$ cat config.mk
export PLATFORM = sky130hd
export DESIGN_NAME = ram_sequential_writer
export DESIGN_NICKNAME = d
export VERILOG_FILES = /design/src/rtl/ram_sequential_writer.sv
export SDC_FILE = /design/constraint.sdc
export NUM_CORES = 1
export LEC_CHECK = 0
export CORE_MARGIN = 2
export CORE_UTILIZATION = 52
export CTS_CLUSTER_DIAMETER = 50
export CTS_CLUSTER_SIZE = 14
export DETAILED_ROUTE_END_ITERATION = 16
export HOLD_SLACK_MARGIN = 0.12
export PLACE_DENSITY_LB_ADDON = 0.08
export SETUP_SLACK_MARGIN = 0.5
export SYNTH_ARGS = -nofsm -noshare
export SYNTH_HDL_FRONTEND = slang
export SYNTH_SLANG_ARGS = --single-unit
$ cat constraint.sdc
create_clock -name clk -period 5.15 [get_ports clk]
set_clock_uncertainty 0.05 [all_clocks]
set_input_delay 1.03 -clock clk [delete_from_list [all_inputs] [get_ports clk]]
set_output_delay 1.03 -clock clk [all_outputs]
set_load 0.05 [all_outputs]
$ cat src/rtl/ram_sequential_writer.sv
// ram_sequential_writer: loads a contiguous RAM region, streamed (valid/ready) or constant fill.
// Ports: clk, reset_n (sync, active-low); start/mode/base/count/fill sampled in IDLE;
//   s_valid_in/s_data_in/s_ready_out stream side; ram_* write port; busy/done/words_written status.
module ram_sequential_writer #(
  parameter int NUM_WORD_BITS = 32,
  parameter int NUM_WORDS     = 1024,
  localparam int AW = $clog2(NUM_WORDS),
  localparam int CW = AW + 1
) (
  input  logic                     clk,
  input  logic                     reset_n,
  input  logic                     start_in,
  input  logic                     mode_in,
  input  logic [AW-1:0]            base_addr_in,
  input  logic [CW-1:0]            count_in,
  input  logic [NUM_WORD_BITS-1:0] fill_value_in,
  input  logic                     s_valid_in,
  input  logic [NUM_WORD_BITS-1:0] s_data_in,
  output logic                     s_ready_out,
  output logic                     ram_write_enable_out,
  output logic [AW-1:0]            ram_address_out,
  output logic [NUM_WORD_BITS-1:0] ram_data_out,
  output logic                     busy_out,
  output logic                     done_out,
  output logic [CW-1:0]            words_written_out
);

  typedef enum logic [1:0] {
    IDLE   = 2'd0,
    STREAM = 2'd1,
    FILL   = 2'd2,
    DONE   = 2'd3
  } state_t;

  localparam logic [AW-1:0] LAST_ADDR = AW'(NUM_WORDS - 1);

  state_t                   r_state;
  logic [AW-1:0]            r_addr;
  logic [CW-1:0]            r_count;
  logic [NUM_WORD_BITS-1:0] r_fill;
  logic                     r_we;
  logic [AW-1:0]            r_ram_addr;
  logic [NUM_WORD_BITS-1:0] r_ram_data;
  logic                     r_busy;
  logic                     r_done;
  logic [CW-1:0]            r_words;

  state_t                   w_state_nxt;
  logic [AW-1:0]            w_addr_nxt;
  logic [CW-1:0]            w_count_nxt;
  logic [NUM_WORD_BITS-1:0] w_fill_nxt;
  logic                     w_we_nxt;
  logic [AW-1:0]            w_ram_addr_nxt;
  logic [NUM_WORD_BITS-1:0] w_ram_data_nxt;
  logic                     w_busy_nxt;
  logic                     w_done_nxt;
  logic [CW-1:0]            w_words_nxt;
  logic                     w_write;
  logic [NUM_WORD_BITS-1:0] w_wdata;
  logic [CW-1:0]            w_words_inc;
  logic [AW-1:0]            w_addr_inc;

  assign w_words_inc = r_words + CW'(1);

  // Explicit wrap keeps non power-of-two depths inside the RAM.
  assign w_addr_inc = (r_addr == LAST_ADDR) ? '0
                                            : r_addr + AW'(1);

  always_comb begin
    w_state_nxt    = r_state;
    w_addr_nxt     = r_addr;
    w_count_nxt    = r_count;
    w_fill_nxt     = r_fill;
    w_we_nxt       = 1'b0;
    w_ram_addr_nxt = r_ram_addr;
    w_ram_data_nxt = r_ram_data;
    w_done_nxt     = 1'b0;
    w_words_nxt    = r_words;
    w_write        = 1'b0;
    w_wdata        = r_ram_data;

    unique case (r_state)
      IDLE: begin
        if (start_in) begin
          w_words_nxt = '0;
          if (count_in == '0) begin
            w_state_nxt = DONE;
          end else begin
            w_addr_nxt  = base_addr_in;
            w_count_nxt = count_in;
            w_fill_nxt  = fill_value_in;
            w_state_nxt = mode_in ? FILL : STREAM;
          end
        end
      end
      STREAM: begin
        if (s_valid_in) begin
          w_write = 1'b1;
          w_wdata = s_data_in;
        end
      end
      FILL: begin
        w_write = 1'b1;
        w_wdata = r_fill;
      end
      DONE: begin
        w_done_nxt  = 1'b1;
        w_state_nxt = IDLE;
      end
      default: begin
        w_state_nxt = IDLE;
      end
    endcase

    if (w_write) begin
      w_we_nxt       = 1'b1;
      w_ram_addr_nxt = r_addr;
      w_ram_data_nxt = w_wdata;
      w_addr_nxt     = w_addr_inc;
      w_words_nxt    = w_words_inc;
      // Leaving STREAM on the last handshake drops ready next cycle.
      if (w_words_inc == r_count) begin
        w_state_nxt = DONE;
      end
    end
  end

  // Busy stays up through the done_out cycle, which is spent in IDLE.
  assign w_busy_nxt = (w_state_nxt != IDLE) ||
                      (r_state == DONE);

  always_ff @(posedge clk) begin
    if (!reset_n) begin
      r_state    <= IDLE;
      r_addr     <= '0;
      r_count    <= '0;
      r_fill     <= '0;
      r_we       <= 1'b0;
      r_ram_addr <= '0;
      r_ram_data <= '0;
      r_busy     <= 1'b0;
      r_done     <= 1'b0;
      r_words    <= '0;
    end else begin
      r_state    <= w_state_nxt;
      r_addr     <= w_addr_nxt;
      r_count    <= w_count_nxt;
      r_fill     <= w_fill_nxt;
      r_we       <= w_we_nxt;
      r_ram_addr <= w_ram_addr_nxt;
      r_ram_data <= w_ram_data_nxt;
      r_busy     <= w_busy_nxt;
      r_done     <= w_done_nxt;
      r_words    <= w_words_nxt;
    end
  end

  assign s_ready_out          = (r_state == STREAM);
  assign ram_write_enable_out = r_we;
  assign ram_address_out      = r_ram_addr;
  assign ram_data_out         = r_ram_data;
  assign busy_out             = r_busy;
  assign done_out             = r_done;
  assign words_written_out    = r_words;

endmodule

* Word-level counts from Yosys, hierarchy flattened
Index checks and enable logic that the tools add are counted.
** Storage, ports and cells
- Word-level logic and storage cells :: 51
- Register bits after elaboration :: 111
- Input bits :: 90
** Operators by class
- Eq/ne operators :: 7
- Bitwise logic cells :: 1
- Reduce and logical (&&, ||, !) cells :: 11
- Add/sub/neg operators :: 2
- Muxes and demuxes :: 20
** Operators with widths (number)
- 32-bit one-hot mux with 2 select lines :: 1
- 10-bit 2-to-1 mux :: 5
- 11-bit 2-to-1 mux :: 3
- 32-bit 2-to-1 mux :: 1
- 11-bit by 1-bit adder with 11-bit output (second input constant) :: 1
- 11-bit equality test :: 1
- 11-bit zero test :: 1
- 10-bit by 1-bit adder with 10-bit output (second input constant) :: 1
- 10-bit equality test (second input constant) :: 1
- 2-bit 2-to-1 mux :: 5
- 3-bit AND reduction :: 3
- 2-bit nonzero test :: 4
- 2-bit equality test (second input constant) :: 2
- 2-bit != test (second input constant) :: 2
- 2-bit one-hot mux with 2 select lines :: 1
- 1-bit 2-to-1 mux :: 3
- 2-bit by 1-bit equality test with 1-bit output (second input constant) :: 1
- 2-bit zero test :: 1
- 1-bit one-hot mux with 2 select lines :: 1
- 2-bit AND reduction :: 1
- 1-bit logical OR :: 1
- 1-bit inverter :: 1

* Logic depth before layout (Yosys ltp)
- Depth after elaboration :: 8
- Depth in mapped cells :: 9
- Gate-level depth less buffers :: 7

* Least setup slack after synthesis
OpenSTA, ideal clock, no wires.
- Path kind :: input to register
- From :: input count_in[6]
- To :: register r_addr[5]
- Data required time :: 4.984 ns
- Setup time :: 0.116 ns
- Arrival time :: 2.052 ns
- Cell stages on the path :: 6
- Slack :: 2.932 ns
- Buffers on the path :: 1
- Cell sequence :: nor3_1 -> a31oi_1 -> buf_4 -> nor2_4 -> a21oi_1 -> o211a_1
** Between the ends
- Cells in the longest elaborated chain, start to end :: 3
** Ends and longest elaborated chain
- start, declared :: RTL line 15 : input logic [CW-1:0] count_in,
- 11-bit zero test :: RTL line 86 : if (count_in == '0) begin
- 2-bit != test (no source line)
- 3-bit AND reduction (no source line)
- end signal, assigned :: RTL line 146 : r_addr <= w_addr_nxt;
- end, declared :: RTL line 38 : logic [AW-1:0] r_addr;
No other way between the ends.
A chain may end at the register's enable or synchronous reset.

* Worst setup path after layout
- From :: input count_in[6]
- To :: register r_fill[19]
** Between the ends
- Cells in the longest elaborated chain, start to end :: 3
** Ends and longest elaborated chain
- 11-bit zero test :: RTL line 86
- 1-bit inverter (no source line)
- 3-bit AND reduction (no source line)
- end signal, assigned :: RTL line 148 : r_fill <= w_fill_nxt;
- end, declared :: RTL line 40 : logic [NUM_WORD_BITS-1:0] r_fill;
No other way between the ends.

==> key figures <==
Status
  – Status: finished, final reports clean

Clocking
  – Clock Latency Late Sink: 0.37 ns
  – CTS tree: built
  – Sink Count: 111
  – Clk root buf: clkbuf_8
  – Post-CTS Resized: 0
  – Postcts setup bufs: 0
  – Clock-pin slew on the worst setup and hold paths: 0.10 ns
  – H-tree levels: 3
  – Total CTS buffers: 9
  – CTS max path bufs: 2
  – Hold Buf Count CTS: 0

Min path
  – Worst hold path class: reg2reg

Placement
  – DP HPWL: 9.07 mm
  – Port bufs: 146
  – Gpl congestion: 0.796
  – Cells after DPL: 834
  – Post-DP Area: 6710 um2

Floorplanning
  – Core footprint: 9820 um2
  – # IOs: 147
  – Cell Rows: 36
  – Die height: 105 um
  – Die footprint: 10900 um2
  – DIE WIDTH: 105 um
  – Initial Utilization: 0.536

Synthesis
  – Register area share after synthesis: 0.422
  – Post-Syn Area: 5260 um2
  – Synth Instances: 592
  – Number of flops mapped to enable cells by yosys: 0
  – Synth cell types: 55
  – Syn_area_per_cell: 8.89 um2
  – Post-synth ARST share: 0
  – Post-synth top flop: dfxtp_1
  – Synth warn: 0
  – Area share of the largest cell type after synthesis: 0.422
  – Top post-synthesis cells by area: dfxtp_1, nand2_1, a21boi_1
  – Biggest area consumer among synthesized cells: dfxtp_1
  – Syn nets: 688
  – Synthesized flop and latch total: 111

STA
  – Max Freq: 326 MHz
  – Slew headroom: 0.243
  – Fin. max-slew vios: 0
  – Hold Vio Cnt, Final: 0
  – Post-layout min period: 3.07 ns
  – RSZ-0062 raised after global routing: false
  – Period utilisation layout: 0.595
  – Final Setup Violations: 0
  – Worst-Margin Slew: 1.13 ns
  – Setup TNS: 0 ns

Setup path
  – Worst Path Max Fanout: 34
  – Setup crit end kind: flip-flop
  – Crit-path cells: clkdlybuf4s50_1 -> nor3_1 -> a31o_2 -> buf_4 -> nand2_1 -> a21boi_1
  – Cell family with most CP delay: buffers and inverters
  – CP startpoint kind: input port
  – Largest stage delay, worst path: 0.64 ns
  – WP data required: 5.41 ns
  – Worst path slowest cell: nor3_1
  – WP data arrival: 3.33 ns
  – Critical path class: in2reg
  – Critical path buffers and inverters: 2

Global route
  – Largest net degree at the start of global routing: 65
  – First-pass GRT wire length: 21.9 mm
  – Gr usage total: 0.243
  – Initial antenna violation count: 0
  – Vias in the first global route: 4475
  – Grt total ovfl: 0

Cells and area
  – Share of layout cells above drive strength 1: 0.0447
  – Final Instance Area: 6900 um2
  – Commonest non-fill, non-tap cells in the layout: nand2_1, clkdlybuf4s50_1, dfxtp_1
  – Fill cells: 811
  – Commonest non-fill, non-tap cell in the layout: nand2_1
  – Post-Layout Cell Count: 849
  – Final nets: 808
  – Multi-input gate area: 2800 um2
  – Synthesis-to-finish area growth: 31.0%
  – Ant. Diodes: 0
  – Storage element area: 2220 um2

Routing
  – WL final: 13.2 mm
  – ANT nets after route: 0
  – First drt pass iteration count: 4
  – Via density per instance: 5.45
  – Iteration-0 DRC Markers: 172
  – Via count: 4631
  – Detailed-route DRC error count: 0
  – Per-cell routed wire length: 15.5 um

Pwr
  – Internal power: 1.37 mW
  – Register share of total power: 0.486
  – Worst IR Drop VDD: 206 uV
  – NetSw: 0.639 mW
  – Logic pwr share: 0.258
  – Leakage: 2.83 nW
  – Switching Fraction: 0.318
  – Power per cell area: 291 nW/um2
  – Clock network fraction of total power: 0.257

Job
  – Maxcap violations: 0
area by class of cell:
| class | instances | share of cell area |
|---|---|---|
| clock buffer | 9 | 0.0180 |
| tap | 133 | 0.0241 |
| inverter | 6 | 0.00327 |
| multi-input combinational | 432 | 0.406 |
| timing repair buffer | 152 | 0.218 |
| sequential | 111 | 0.322 |
| clock inverter | 6 | 0.00889 |
metrics by stage:
stage               utilization  total power [mW]  hold WS [ns]  setup WS (ns)
floorplan                     -              1.33         0.385           2.93
global placement          0.684              1.50         0.389           1.79
detailed placement        0.684              1.51         0.400           1.72
CTS                       0.702              2.02         0.412           2.10
global route              0.702              2.10         0.433           1.86
finish                    0.702              2.01         0.412           2.08
worst paths after layout:
kind / startpoint / end / slack [ns] / cells after the start
hold reg to reg: r_fill[7] / r_fill[7] / 0.41 / 2
setup reg to reg: r_state[0] / ram_data_out[21] / 2.13 / 5
hold / removal: r_fill[7] / r_fill[7] / 0.41 / 2
setup / recovery: count_in[6] / r_fill[19] / 2.08 / 6
Yosys cell counts, drive strengths merged, types with 2 or more instances:
| cell type | number |
|---|---|
| nand2b | 2 |
| and4 | 4 |
| nand4 | 2 |
| nor2 | 14 |
| buf | 29 |
| nand4b | 2 |
| and3 | 2 |
| nand3 | 12 |
| xnor2 | 9 |
| dfxtp | 111 |
| ha | 6 |
| nand3b | 5 |
| xor2 | 6 |
| nor2b | 4 |
| nor3 | 3 |
| or3 | 2 |
| a32oi | 4 |
| a21oi | 14 |
| o21ai | 26 |
| mux2i | 33 |
| and2 | 11 |
| o211a | 34 |
| a21boi | 61 |
| nand2 | 146 |
| o311a | 4 |
| nor4 | 4 |
| a31oi | 4 |
| inv | 6 |
| a31o | 2 |
| clkbuf | 14 |
routing by layer:
metal,up-vias,global-route usage,routed length [um]
li1,2306,-,-
met1,2162,0.325,5950
met2,147,0.395,6120
met3,16,0.0412,832
met4,0,0.0895,252
met5,-,0,0
registers in the layout, summed over array words and instances (netlist names):
register and cells:
r_addr 10, r_fill 32, r_count 11, ram_write_enable_out 1, busy_out 1, words_written_out 11, done_out 1, r_state 2
ram_address_out 10, ram_data_out 32
logic make-up after synthesis:
group | count (synthesis) | share of synthesized area
flops | 111 | 0.422
compound gates | 163 | 0.235
fa+ha+maj | 6 | 0.0143
mux | 34 | 0.0649
simple gates | 213 | 0.185
xor+xnor | 16 | 0.0292
buf+inv | 49 | 0.0492
power groups by stage:
| stage | Combinational (mW) | Clock, mW | Sequential [mW] |
|---|---|---|---|
| floorplan | 0.228 | 0 | 1.10 |
| global placement | 0.509 | 0 | 0.992 |
| detailed placement | 0.519 | 0 | 0.994 |
| CTS | 0.521 | 0.521 | 0.975 |
| global route | 0.559 | 0.555 | 0.983 |
| finish | 0.518 | 0.516 | 0.976 |
worst register-to-register path, cell delays in order, from the launching register on:
cell and delay (ns):
dfxtp_1 0.34, inv_1 0.13, ha_2 0.93, mux2_2 1.09, nand2_1 0.18, o211a_1 0.19
(Power assumes the default switching activity.)
